File: config.mk
export PLATFORM = sky130hd
export DESIGN_NAME = decode_stage_flat
export DESIGN_NICKNAME = d
export VERILOG_FILES = /design/src/rtl/decode_stage_pkg.sv /design/src/rtl/decode_stage_if.sv /design/src/rtl/decode_stage_regfile.sv /design/src/rtl/decode_stage.sv /design/src/flat_wrapper.sv
export SDC_FILE = /design/constraint.sdc
export NUM_CORES = 2
export LEC_CHECK = 0
export CORE_UTILIZATION = 56
export DETAILED_ROUTE_END_ITERATION = 7
export PLACE_DENSITY = 0.74
export RECOVER_POWER = 25
export SLEW_MARGIN = 25
export SYNTH_ARGS = -nofsm -noshare
export SYNTH_HDL_FRONTEND = slang
export SYNTH_HIERARCHICAL = 1
export SYNTH_SLANG_ARGS = --single-unit
File: constraint.sdc
create_clock -name clk -period 2.3 [get_ports clk]
set_input_delay 0.46 -clock clk [delete_from_list [all_inputs] [get_ports clk]]
set_output_delay 0.46 -clock clk [all_outputs]
set_load 0.01 [all_outputs]
File: src/rtl/decode_stage_pkg.sv
// Shared definitions for the decode stage: field widths, field positions,
// opcode names and small helpers for splitting and extending instruction fields.
package decode_stage_pkg;

    // Register file geometry
    localparam int DEF_NUM_REGS = 32;
    localparam int LEN_REGIDX   = 5;

    // Field widths of the bundle handed to execute
    localparam int LEN_OPECODE  = 6;
    localparam int LEN_IMMF     = 1;
    localparam int LEN_REG      = 32;
    localparam int LEN_CC       = 4;
    localparam int LEN_IMM_EX   = 32;
    localparam int LEN_IMM      = 16;
    localparam int LEN_INSN     = 32;

    // Field positions (lsb of each field) inside the instruction word
    localparam int POS_OPECODE  = 26;
    localparam int POS_IMMF     = 25;
    localparam int POS_CC       = 21;
    localparam int POS_RD       = 16;
    localparam int POS_RS       = 11;

    typedef enum logic [LEN_OPECODE-1:0] {
        OPECODE_NOP = 6'h00,
        OPECODE_ADD = 6'h01,
        OPECODE_SUB = 6'h02,
        OPECODE_AND = 6'h03,
        OPECODE_OR  = 6'h04,
        OPECODE_XOR = 6'h05,
        OPECODE_SHL = 6'h06,
        OPECODE_SHR = 6'h07
    } opecode_e;

    typedef struct packed {
        logic [LEN_OPECODE-1:0] opecode;
        logic [LEN_IMMF-1:0]    immf;
        logic [LEN_CC-1:0]      cc;
        logic [LEN_REGIDX-1:0]  rd;
        logic [LEN_REGIDX-1:0]  rs;
        logic [LEN_IMM-1:0]     imm;
    } insn_fields_t;

    // Slice an instruction word into its named fields; rs overlaps the top of imm.
    function automatic insn_fields_t split_insn(input logic [LEN_INSN-1:0] insn);
        insn_fields_t f;
        f.opecode = insn[POS_OPECODE +: LEN_OPECODE];
        f.immf    = insn[POS_IMMF    +: LEN_IMMF];
        f.cc      = insn[POS_CC      +: LEN_CC];
        f.rd      = insn[POS_RD      +: LEN_REGIDX];
        f.rs      = insn[POS_RS      +: LEN_REGIDX];
        f.imm     = insn[0           +: LEN_IMM];
        return f;
    endfunction

    // Sign-extend the 16-bit immediate to the execute operand width.
    function automatic logic [LEN_IMM_EX-1:0] sext_imm(input logic [LEN_IMM-1:0] imm);
        return {{(LEN_IMM_EX-LEN_IMM){imm[LEN_IMM-1]}}, imm};
    endfunction

endpackage

File: src/rtl/decode_stage_if.sv
// Handshake, writeback and output-bundle signals of the decode stage.
// master = upstream/writeback/execute side, slave = the decode stage itself.
interface decode_stage_if;
    import decode_stage_pkg::*;

    logic                   in_valid;
    logic                   in_ready;
    logic [LEN_INSN-1:0]    insn;

    logic                   wb_en;
    logic [LEN_REGIDX-1:0]  wb_addr;
    logic [LEN_REG-1:0]     wb_data;

    logic                   out_valid;
    logic                   out_ready;
    logic [LEN_OPECODE-1:0] opecode;
    logic [LEN_IMMF-1:0]    immf;
    logic [LEN_CC-1:0]      cc;
    logic [LEN_REGIDX-1:0]  rd_addr;
    logic [LEN_REG-1:0]     data_rd;
    logic [LEN_REG-1:0]     data_rs;
    logic [LEN_IMM_EX-1:0]  imm_ex;

    modport master (
        output in_valid, insn, wb_en, wb_addr, wb_data, out_ready,
        input  in_ready, out_valid, opecode, immf, cc, rd_addr,
               data_rd, data_rs, imm_ex
    );

    modport slave (
        input  in_valid, insn, wb_en, wb_addr, wb_data, out_ready,
        output in_ready, out_valid, opecode, immf, cc, rd_addr,
               data_rd, data_rs, imm_ex
    );

endinterface

File: src/rtl/decode_stage_regfile.sv
// General-purpose register file: one write port, two combinational read ports.
// Entry 0 is hard-wired to zero; a read of the entry being written this cycle
// returns the incoming write data so a same-cycle consumer never sees stale data.
module decode_stage_regfile
    import decode_stage_pkg::*;
#(
    parameter int NUM_REGS = DEF_NUM_REGS,
    parameter int AW       = $clog2(NUM_REGS)
) (
    input  logic               clk,
    input  logic               rst_n,
    input  logic               i_we,
    input  logic [AW-1:0]      i_waddr,
    input  logic [LEN_REG-1:0] i_wdata,
    input  logic [AW-1:0]      i_raddr_a,
    output logic [LEN_REG-1:0] o_rdata_a,
    input  logic [AW-1:0]      i_raddr_b,
    output logic [LEN_REG-1:0] o_rdata_b
);

    logic [LEN_REG-1:0] r_mem [NUM_REGS];
    logic               w_wr_live;

    assign w_wr_live = i_we && (i_waddr != {AW{1'b0}});

    // Storage update; writes aimed at entry 0 are dropped
    always_ff @(posedge clk or negedge rst_n) begin
        if (!rst_n) begin
            for (int i = 0; i < NUM_REGS; i++) begin
                r_mem[i] <= {LEN_REG{1'b0}};
            end
        end else if (w_wr_live) begin
            r_mem[i_waddr] <= i_wdata;
        end
    end

    // Read port A with zero-register rule and write bypass
    always_comb begin
        o_rdata_a = {LEN_REG{1'b0}};
        if (i_raddr_a == {AW{1'b0}}) begin
            o_rdata_a = {LEN_REG{1'b0}};
        end else if (w_wr_live && (i_waddr == i_raddr_a)) begin
            o_rdata_a = i_wdata;
        end else begin
            o_rdata_a = r_mem[i_raddr_a];
        end
    end

    // Read port B with zero-register rule and write bypass
    always_comb begin
        o_rdata_b = {LEN_REG{1'b0}};
        if (i_raddr_b == {AW{1'b0}}) begin
            o_rdata_b = {LEN_REG{1'b0}};
        end else if (w_wr_live && (i_waddr == i_raddr_b)) begin
            o_rdata_b = i_wdata;
        end else begin
            o_rdata_b = r_mem[i_raddr_b];
        end
    end

endmodule

File: src/rtl/decode_stage.sv
// Decode / register-read stage in front of execute. Splits the instruction,
// reads rd and rs from the register file and presents a registered bundle
// under a valid/ready handshake. While a bundle is held, writebacks to its
// source registers are folded into the held operands so it never goes stale.
module decode_stage
    import decode_stage_pkg::*;
#(
    parameter int NUM_REGS = DEF_NUM_REGS
) (
    input  logic           clk,
    input  logic           rst_n,
    decode_stage_if.slave  bus
);

    // Decoded view of the incoming instruction
    insn_fields_t          w_fields;
    logic                  w_in_ready;
    logic                  w_capture;
    logic                  w_hold;
    logic                  w_wb_live;
    logic                  w_refresh_rd;
    logic                  w_refresh_rs;
    logic [LEN_REG-1:0]    w_rd_val;
    logic [LEN_REG-1:0]    w_rs_val;
    logic [LEN_REG-1:0]    w_data_rs;
    logic [LEN_IMM_EX-1:0] w_imm_ex;

    // Bundle registers presented to execute
    logic                   r_out_valid;
    logic [LEN_OPECODE-1:0] r_opecode;
    logic [LEN_IMMF-1:0]    r_immf;
    logic [LEN_CC-1:0]      r_cc;
    logic [LEN_REGIDX-1:0]  r_rd_addr;
    logic [LEN_REGIDX-1:0]  r_rs_addr;
    logic [LEN_REG-1:0]     r_data_rd;
    logic [LEN_REG-1:0]     r_data_rs;
    logic [LEN_IMM_EX-1:0]  r_imm_ex;

    decode_stage_regfile #(
        .NUM_REGS (NUM_REGS),
        .AW       (LEN_REGIDX)
    ) u_regfile (
        .clk       (clk),
        .rst_n     (rst_n),
        .i_we      (bus.wb_en),
        .i_waddr   (bus.wb_addr),
        .i_wdata   (bus.wb_data),
        .i_raddr_a (w_fields.rd),
        .o_rdata_a (w_rd_val),
        .i_raddr_b (w_fields.rs),
        .o_rdata_b (w_rs_val)
    );

    // Field split and operand/immediate selection for the incoming instruction
    always_comb begin
        w_fields  = split_insn(bus.insn);
        w_data_rs = {LEN_REG{1'b0}};
        w_imm_ex  = {LEN_IMM_EX{1'b0}};
        if (w_fields.immf == 1'b1) begin
            w_data_rs = {LEN_REG{1'b0}};
            w_imm_ex  = sext_imm(w_fields.imm);
        end else begin
            w_data_rs = w_rs_val;
            w_imm_ex  = {LEN_IMM_EX{1'b0}};
        end
    end

    // Handshake and refresh qualifiers
    always_comb begin
        w_in_ready   = !r_out_valid || bus.out_ready;
        w_capture    = bus.in_valid && w_in_ready;
        w_hold       = r_out_valid && !w_capture;
        w_wb_live    = bus.wb_en && (bus.wb_addr != {LEN_REGIDX{1'b0}});
        w_refresh_rd = w_hold && w_wb_live && (bus.wb_addr == r_rd_addr);
        w_refresh_rs = w_hold && w_wb_live && (r_immf == 1'b0)
                       && (bus.wb_addr == r_rs_addr);
    end

    // Bundle register: load on capture, drop valid on drain, refresh held operands
    always_ff @(posedge clk or negedge rst_n) begin
        if (!rst_n) begin
            r_out_valid <= 1'b0;
            r_opecode   <= {LEN_OPECODE{1'b0}};
            r_immf      <= {LEN_IMMF{1'b0}};
            r_cc        <= {LEN_CC{1'b0}};
            r_rd_addr   <= {LEN_REGIDX{1'b0}};
            r_rs_addr   <= {LEN_REGIDX{1'b0}};
            r_data_rd   <= {LEN_REG{1'b0}};
            r_data_rs   <= {LEN_REG{1'b0}};
            r_imm_ex    <= {LEN_IMM_EX{1'b0}};
        end else if (w_capture) begin
            r_out_valid <= 1'b1;
            r_opecode   <= w_fields.opecode;
            r_immf      <= w_fields.immf;
            r_cc        <= w_fields.cc;
            r_rd_addr   <= w_fields.rd;
            r_rs_addr   <= w_fields.rs;
            r_data_rd   <= w_rd_val;
            r_data_rs   <= w_data_rs;
            r_imm_ex    <= w_imm_ex;
        end else begin
            r_out_valid <= r_out_valid && !bus.out_ready;
            if (w_refresh_rd) begin
                r_data_rd <= bus.wb_data;
            end
            if (w_refresh_rs) begin
                r_data_rs <= bus.wb_data;
            end
        end
    end

    assign bus.in_ready  = w_in_ready;
    assign bus.out_valid = r_out_valid;
    assign bus.opecode   = r_opecode;
    assign bus.immf      = r_immf;
    assign bus.cc        = r_cc;
    assign bus.rd_addr   = r_rd_addr;
    assign bus.data_rd   = r_data_rd;
    assign bus.data_rs   = r_data_rs;
    assign bus.imm_ex    = r_imm_ex;

endmodule

File: src/flat_wrapper.sv
// flat-port wrapper written by rule: the top's interface ports become plain ports
module decode_stage_flat import decode_stage_pkg::*;
#(
    parameter int NUM_REGS = DEF_NUM_REGS
)
  (clk, rst_n, bus_in_valid, bus_insn, bus_wb_en, bus_wb_addr, bus_wb_data, bus_out_ready, bus_in_ready, bus_out_valid, bus_opecode, bus_immf, bus_cc, bus_rd_addr, bus_data_rd, bus_data_rs, bus_imm_ex);
  decode_stage_if bus_i ();
  input  logic clk;
  input  logic rst_n;
  input wire logic [$bits(bus_i.in_valid)-1:0] bus_in_valid;
  input wire logic [$bits(bus_i.insn)-1:0] bus_insn;
  input wire logic [$bits(bus_i.wb_en)-1:0] bus_wb_en;
  input wire logic [$bits(bus_i.wb_addr)-1:0] bus_wb_addr;
  input wire logic [$bits(bus_i.wb_data)-1:0] bus_wb_data;
  input wire logic [$bits(bus_i.out_ready)-1:0] bus_out_ready;
  output wire logic [$bits(bus_i.in_ready)-1:0] bus_in_ready;
  output wire logic [$bits(bus_i.out_valid)-1:0] bus_out_valid;
  output wire logic [$bits(bus_i.opecode)-1:0] bus_opecode;
  output wire logic [$bits(bus_i.immf)-1:0] bus_immf;
  output wire logic [$bits(bus_i.cc)-1:0] bus_cc;
  output wire logic [$bits(bus_i.rd_addr)-1:0] bus_rd_addr;
  output wire logic [$bits(bus_i.data_rd)-1:0] bus_data_rd;
  output wire logic [$bits(bus_i.data_rs)-1:0] bus_data_rs;
  output wire logic [$bits(bus_i.imm_ex)-1:0] bus_imm_ex;
  assign bus_i.in_valid = bus_in_valid;
  assign bus_i.insn = bus_insn;
  assign bus_i.wb_en = bus_wb_en;
  assign bus_i.wb_addr = bus_wb_addr;
  assign bus_i.wb_data = bus_wb_data;
  assign bus_i.out_ready = bus_out_ready;
  assign bus_in_ready = bus_i.in_ready;
  assign bus_out_valid = bus_i.out_valid;
  assign bus_opecode = bus_i.opecode;
  assign bus_immf = bus_i.immf;
  assign bus_cc = bus_i.cc;
  assign bus_rd_addr = bus_i.rd_addr;
  assign bus_data_rd = bus_i.data_rd;
  assign bus_data_rs = bus_i.data_rs;
  assign bus_imm_ex = bus_i.imm_ex;
  decode_stage #(.NUM_REGS(NUM_REGS)) u_core (.clk(clk), .rst_n(rst_n), .bus(bus_i));
endmodule
# Word-level counts from Yosys, hierarchy flattened
# Index checks and enable logic that the tools add are counted.
# Widths: inputs -> output; s select.
dict set report totals {
  register_bits 1142
  input_bits 74
  output_inout_bits 114
  wordCells 93
}
dict set report op_classes {
  n_lt_le_gt_ge 4
  n_eq_ne 4
  mux 20
  n_bitwise 4
  n_reduce_logical 20
}
# op count
set op_table {}
lappend op_table {{$bwmux 1024} 1}
lappend op_table {{$mux 32} 15}
lappend op_table {{$bmux 32 s5} 2}
lappend op_table {{$demux 32 s5} 1}
lappend op_table {{$eq 5x5->1} 4}
lappend op_table {{$ge 6x6->1 const B} 3}
lappend op_table {{$not 5->6} 3}
lappend op_table {{$logic_and 1x1->1} 11}
lappend op_table {{$logic_not 5->1} 2}
lappend op_table {{$lt 6x1->1 const B} 1}
lappend op_table {{$reduce_bool 5->1} 1}
lappend op_table {{$reduce_bool 2->1} 2}
lappend op_table {{$logic_not 1->1} 3}
lappend op_table {{$logic_or 1x1->1} 1}
lappend op_table {{$mux 1} 1}
lappend op_table {{$not 1->1} 1}

# Logic depth before layout (Yosys ltp)
dict set report logic_depth {
  ltp_word 10
  ltp_mapped 13
  mapped_depth_nobuf 7
}

# Modules after synthesis
# Netlist, hierarchy kept.
# mod instances cells_each area_each_um2 seq_area_each_um2
set by_module_without_submodules {}
lappend by_module_without_submodules {decode_stage_regfile 1 3842 55230.5 25624.6}
lappend by_module_without_submodules {decode_stage 1 360 5053.6 2552.4}

# Worst setup path after synthesis
# OpenSTA, ideal clock, no wires.
dict set report synth_path {
  path_type {input to register}
  startpoint {input bus_insn[16]}
  endpoint {register u_core.r_data_rd[9], in the netlist u_core/bus.data_rd[9]}
  setup_ns 0.125
  t_arrival_ns 2.671
  required_ns 2.175
  path_slack_ns -0.496
  cell_stages 10
  n_path_buf 4
  cell_sequence {buf_6 buf_6 buf_2 buf_2 mux4_2 a22oi_1 nand2_1 a32o_1 mux2_2 mux2_2}
}
dict set report synth_between {
  elab_chain_len 7
  elab_cells_between_ends 10
  cone_classes {eq/ne: 1; mux: 6; bitwise: 1; reduce/logical: 2}
}
# item line
set synth_rtl {}
lappend synth_rtl {{start, declared} flat_wrapper.sv:11} ;# input wire logic [$bits(bus_i.insn)-1:0] bus_insn;
lappend synth_rtl {{$not 5->6 (not written as such)} decode_stage_regfile.sv:45} ;# o_rdata_a = r_mem[i_raddr_a];
lappend synth_rtl {{$bmux 32 s5} decode_stage_regfile.sv:45}
lappend synth_rtl {{$mux 32 (not written as such) (2 in a row)} decode_stage_regfile.sv:45}
lappend synth_rtl {{$mux 32} decode_stage_regfile.sv:42} ;# end else if (w_wr_live && (i_waddr == i_raddr_a)) begin
lappend synth_rtl {{$mux 32 *} decode_stage_regfile.sv:40} ;# if (i_raddr_a == {AW{1'b0}}) begin
lappend synth_rtl {{net u_core.w_rd_val[9]} decode_stage.sv:23} ;# logic [LEN_REG-1:0] w_rd_val;
lappend synth_rtl {{$mux 32 *} decode_stage.sv:91} ;# end else if (w_capture) begin
lappend synth_rtl {{end signal, assigned} decode_stage.sv:88} ;# r_data_rd <= {LEN_REG{1'b0}};
lappend synth_rtl {{end signal, assigned} decode_stage.sv:98} ;# r_data_rd <= w_rd_val;
lappend synth_rtl {{end signal, assigned} decode_stage.sv:104} ;# r_data_rd <= bus.wb_data;
lappend synth_rtl {{end, declared} decode_stage.sv:35} ;# logic [LEN_REG-1:0] r_data_rd;
# Mark *: on every way through the listed nets, which the timed path passes. The rest lies on a longest branch. The select of a mux whose other input is x is not followed.
# A chain may end at the register's enable or synchronous reset.

# Worst setup path in the final report
dict set report layout_path {
  startpoint {register u_core/u_regfile/r_mem[529] (netlist bit)}
  endpoint {register u_core.r_data_rd[17], in the netlist u_core/bus.data_rd[17]}
}
dict set report layout_between {
  elab_chain_len 6
}
# item line
set layout_rtl {}
lappend layout_rtl {{start, declared} decode_stage_regfile.sv:21} ;# logic [LEN_REG-1:0] r_mem [NUM_REGS];
lappend layout_rtl {{start signal, assigned by index} decode_stage_regfile.sv:30} ;# r_mem[i] <= {LEN_REG{1'b0}};
lappend layout_rtl {{start signal, assigned by index} decode_stage_regfile.sv:33} ;# r_mem[i_waddr] <= i_wdata;
lappend layout_rtl {{$bmux 32 s5} decode_stage_regfile.sv:45}
lappend layout_rtl {{$mux 32 (not written as such) (2 in a row)} decode_stage_regfile.sv:45}
lappend layout_rtl {{$mux 32} decode_stage_regfile.sv:42}
lappend layout_rtl {{$mux 32} decode_stage_regfile.sv:40}
lappend layout_rtl {{net u_core.w_rd_val[17]} decode_stage.sv:23}
lappend layout_rtl {{$mux 32} decode_stage.sv:91}
# The timed path passes the listed nets, and every way through them passes these cells. The select of a mux whose other input is x is not followed.

==> impl_metrics.tcl <==
set metrics [dict create \
    violations "setup timing" \
    ir_drop_mv 0.806 \
    hold_depth 2 \
    multi_input_area_sq_um 30400 \
    cts_buffers 119 \
    r2r_slack_ps -120 \
    status "finished, violations left" \
    post-route-util 0.698 \
    nNetsFinal 4837 \
    critPathMaxStageDelay_ps 510 \
    avgRoutedWirePerCell_um 33.4 \
    start_util 0.569 \
    worst-setup-path-type "reg -> reg" \
    cts.path.max_buffers 3 \
    clk_pin_slew_ps 60 \
    synth_top_area_share 0.467 \
    hold_path.class "in -> reg" \
    first_pass_iters 6 \
    grt_overflow 0 \
    viasPerCell 6.99 \
    slew_headroom 0.246 \
    tightest_slew_ps 1130 \
    synth_top_area_cell "dfrtp_1" \
    die_w_um 330 \
    cts_root_buf "clkbuf_16" \
    place_ws_ps -956 \
    hpwl_um 136000 \
    vias 43700 \
    synth_common_cells "dfrtp_1 (1126), mux2_2 (1085), mux4_2 (364), mux2i_1 (314), clkbuf_1 (274)" \
    leakage_nw 33.0 \
    period_minus_slack_ps 2420 \
    yosysMostFrequentCell "dfrtp_1" \
    antenna_found_initial 3 \
    ys_ff_latch 1126 \
    synthFlopType "dfrtp_1" \
    drv_slew 0 \
    synth_cell_types 61 \
    synthTopCellsByArea "dfrtp_1 (47%), mux2_2 (20%), mux4_2 (14%), mux2i_1 (5.2%), clkbuf_1 (1.7%)" \
    cpMaxStageDelayCell "mux4_2" \
    fillers 7167 \
    dp.cells 5986 \
    synth_edf_count 0 \
    cap_viol_max_count 0 \
    die_y_um 330 \
    totalWireLength_um 209000 \
    syn_area_sq_um 60300 \
    synth_nets 4276 \
    grt_max_degree 102 \
    power_mw 61.0 \
    worstSetupStartpointType "register" \
    hold_viol 0 \
    die_area_sq_um 109000 \
    core_sq_um 106000 \
    cts.htree.levels 3 \
    rows 119 \
    regArea_sq_um 28200 \
    clock.fmax_ghz 0.413 \
    grt_pass1_vias 44700 \
    setup_viol 27 \
    clock-sinks 1126 \
    path_buf_inv 0 \
    worstRegToRegCells 6 \
    instances_no_fill 6250 \
    path_depth 6 \
    cp.arrival_ps 3030 \
    critPathRequiredTime_ps 2910 \
    layout-drive-gt1-share 0.522 \
    path_cells "mux4_2, mux2_4, a221o_1, a32o_1, mux2_2, mux2_4" \
    place.gp.congestion 0.936 \
    clk_latency_ps 750 \
    grt.total_usage 0.385 \
    crit_top_cell "mux2_4" \
    setup_slack_ps -121 \
    finalClockSkew_ps 42.7 \
    cts_tree "yes" \
    synth_area_per_cell_sq_um 14.3 \
    syn_inst 4202 \
    route.detailed.drc 0 \
    grt_pass1_wl_um 305000 \
    powerDensity_nw_per_um2 823 \
    yosys_warnings 6 \
    area_delta_synth_final_pct 22.8 \
    ant_nets 0 \
    io_buffers 187 \
    drt_iter0_markers 5075 \
    synth-seq-area-share 0.467 \
    path_max_fanout 2 \
    finalCritPeriodShare 1.05 \
    async_flop_share 1.00 \
    boundaryPins 188 \
    rsz0062_at_grt "yes" \
    endpoint_kind "register" \
    critical-path-top-delay-family "multiplexers" \
]
## what timing repair did
action                     4_1_cts  5_1_grt
setup endpoints to repair       76       47
cloned                           1        1
setup buffers                   23       22
resized for setup               46       42
hold endpoints to repair        68        0
hold buffers                     2        0
pin swaps                       16       29
## final timing paths
kind	start	endpoint
min in group asynchronous	rst_n	u_core/u_regfile/r_mem[680]
min	bus_insn[18]	u_core/bus.rd_addr[2]
max in group asynchronous	rst_n	u_core/u_regfile/r_mem[92]
max reg2reg	u_core/u_regfile/r_mem[529]	u_core/bus.data_rd[17]
min reg2reg	u_core/u_regfile/r_mem[1000]	u_core/u_regfile/r_mem[1000]
max	u_core/u_regfile/r_mem[529]	u_core/bus.data_rd[17]
## through the flow
step | hold slack [ps] | TNS (ps) | cell area, sq um
3_5_place_dp | 380 | -319780 | 69400
5_1_grt | 181 | -2230 | 74000
6_report | 183 | -1090 | 74000
2_1_floorplan | 164 | -14100 | 61000
3_3_place_gp | 375 | -297750 | 69400
4_1_cts | 153 | -832 | 73800
## cell type report
class / count / share of cell area
inverters: 2 / 0.000101
diodes: 1 / 0.0000338
flip-flops and latches: 1126 / 0.381
clock inverters: 27 / 0.00588
repair buffers: 927 / 0.130
well taps: 1391 / 0.0235
multi-input cells: 2587 / 0.410
clock buffers: 189 / 0.0492
## worst reg2reg max path: stages (launching register included)
cell and delay [ps]:
dfrtp_1 390, mux4_2 510, mux2_4 280, a221o_1 320, a32o_1 260, mux2_2 260, mux2_4 260
## report_power, final
part | leakage (nW) | switching, mW | internal (mW)
clock network | 2.00 | 8.27 | 11.8
registers | 14.4 | 2.94 | 23.6
logic | 16.7 | 5.72 | 8.66
## cell usage in the layout, fill, tap and decap left out, types with 7 or more instances in the layout
master	n
dfrtp_1	1118
dlygate4sd2_1	7
a221o_1	45
nor3_1	8
nor2_1	18
a32o_1	31
clkbuf_16	122
a21oi_1	56
dfrtp_2	8
buf_6	15
bufinv_16	9
a22oi_1	55
clkbuf_2	9
nor2b_1	16
clkdlybuf4s50_1	167
nor2_4	18
a311oi_1	7
nand3_1	13
clkinv_2	10
mux4_2	364
mux2_2	1056
mux2_4	89
xnor2_1	16
buf_12	173
clkbuf_8	40
a22o_1	46
a211oi_1	14
nand2b_1	16
o22ai_1	20
o21ai_0	46
o221ai_1	67
nand2_2	15
mux2i_1	308
o211ai_1	8
nand2_1	97
clkbuf_1	35
buf_4	533
a221oi_1	33
## state kept, by name (all words and copies together) (netlist names)
signal and cells:
u_core/u_regfile/r_mem 1024, u_core/bus.data_rd 32, u_core/bus.data_rs 32, u_core/bus.imm_ex 16
u_core/bus.opecode 6, u_core/bus.rd_addr 5, u_core/r_rs_addr 5, u_core/bus.cc 4
u_core/bus.immf 1, u_core/bus.out_valid 1
## cells by family (layout without fill, tap and decap cells)
kind of cell / Yosys count / after routing / synth area share
other: 0 / 1 / 0
xor gates and xnor gates: 20 / 20 / 0.00291
DFF: 1126 / 1126 / 0.467
muxes: 1823 / 1823 / 0.406
and+or+nand+nor: 256 / 256 / 0.0209
buffers and inverters: 489 / 1145 / 0.0391
AOI/OAI and AO/OA: 488 / 488 / 0.0639
## routing by layer
metal	wire length [um]	global-route usage
met1	78800	0.511
met2	96700	0.601
met3	20600	0.0816
met4	12700	0.201
met5	41	0
Power figures use the tool's default switching activity.
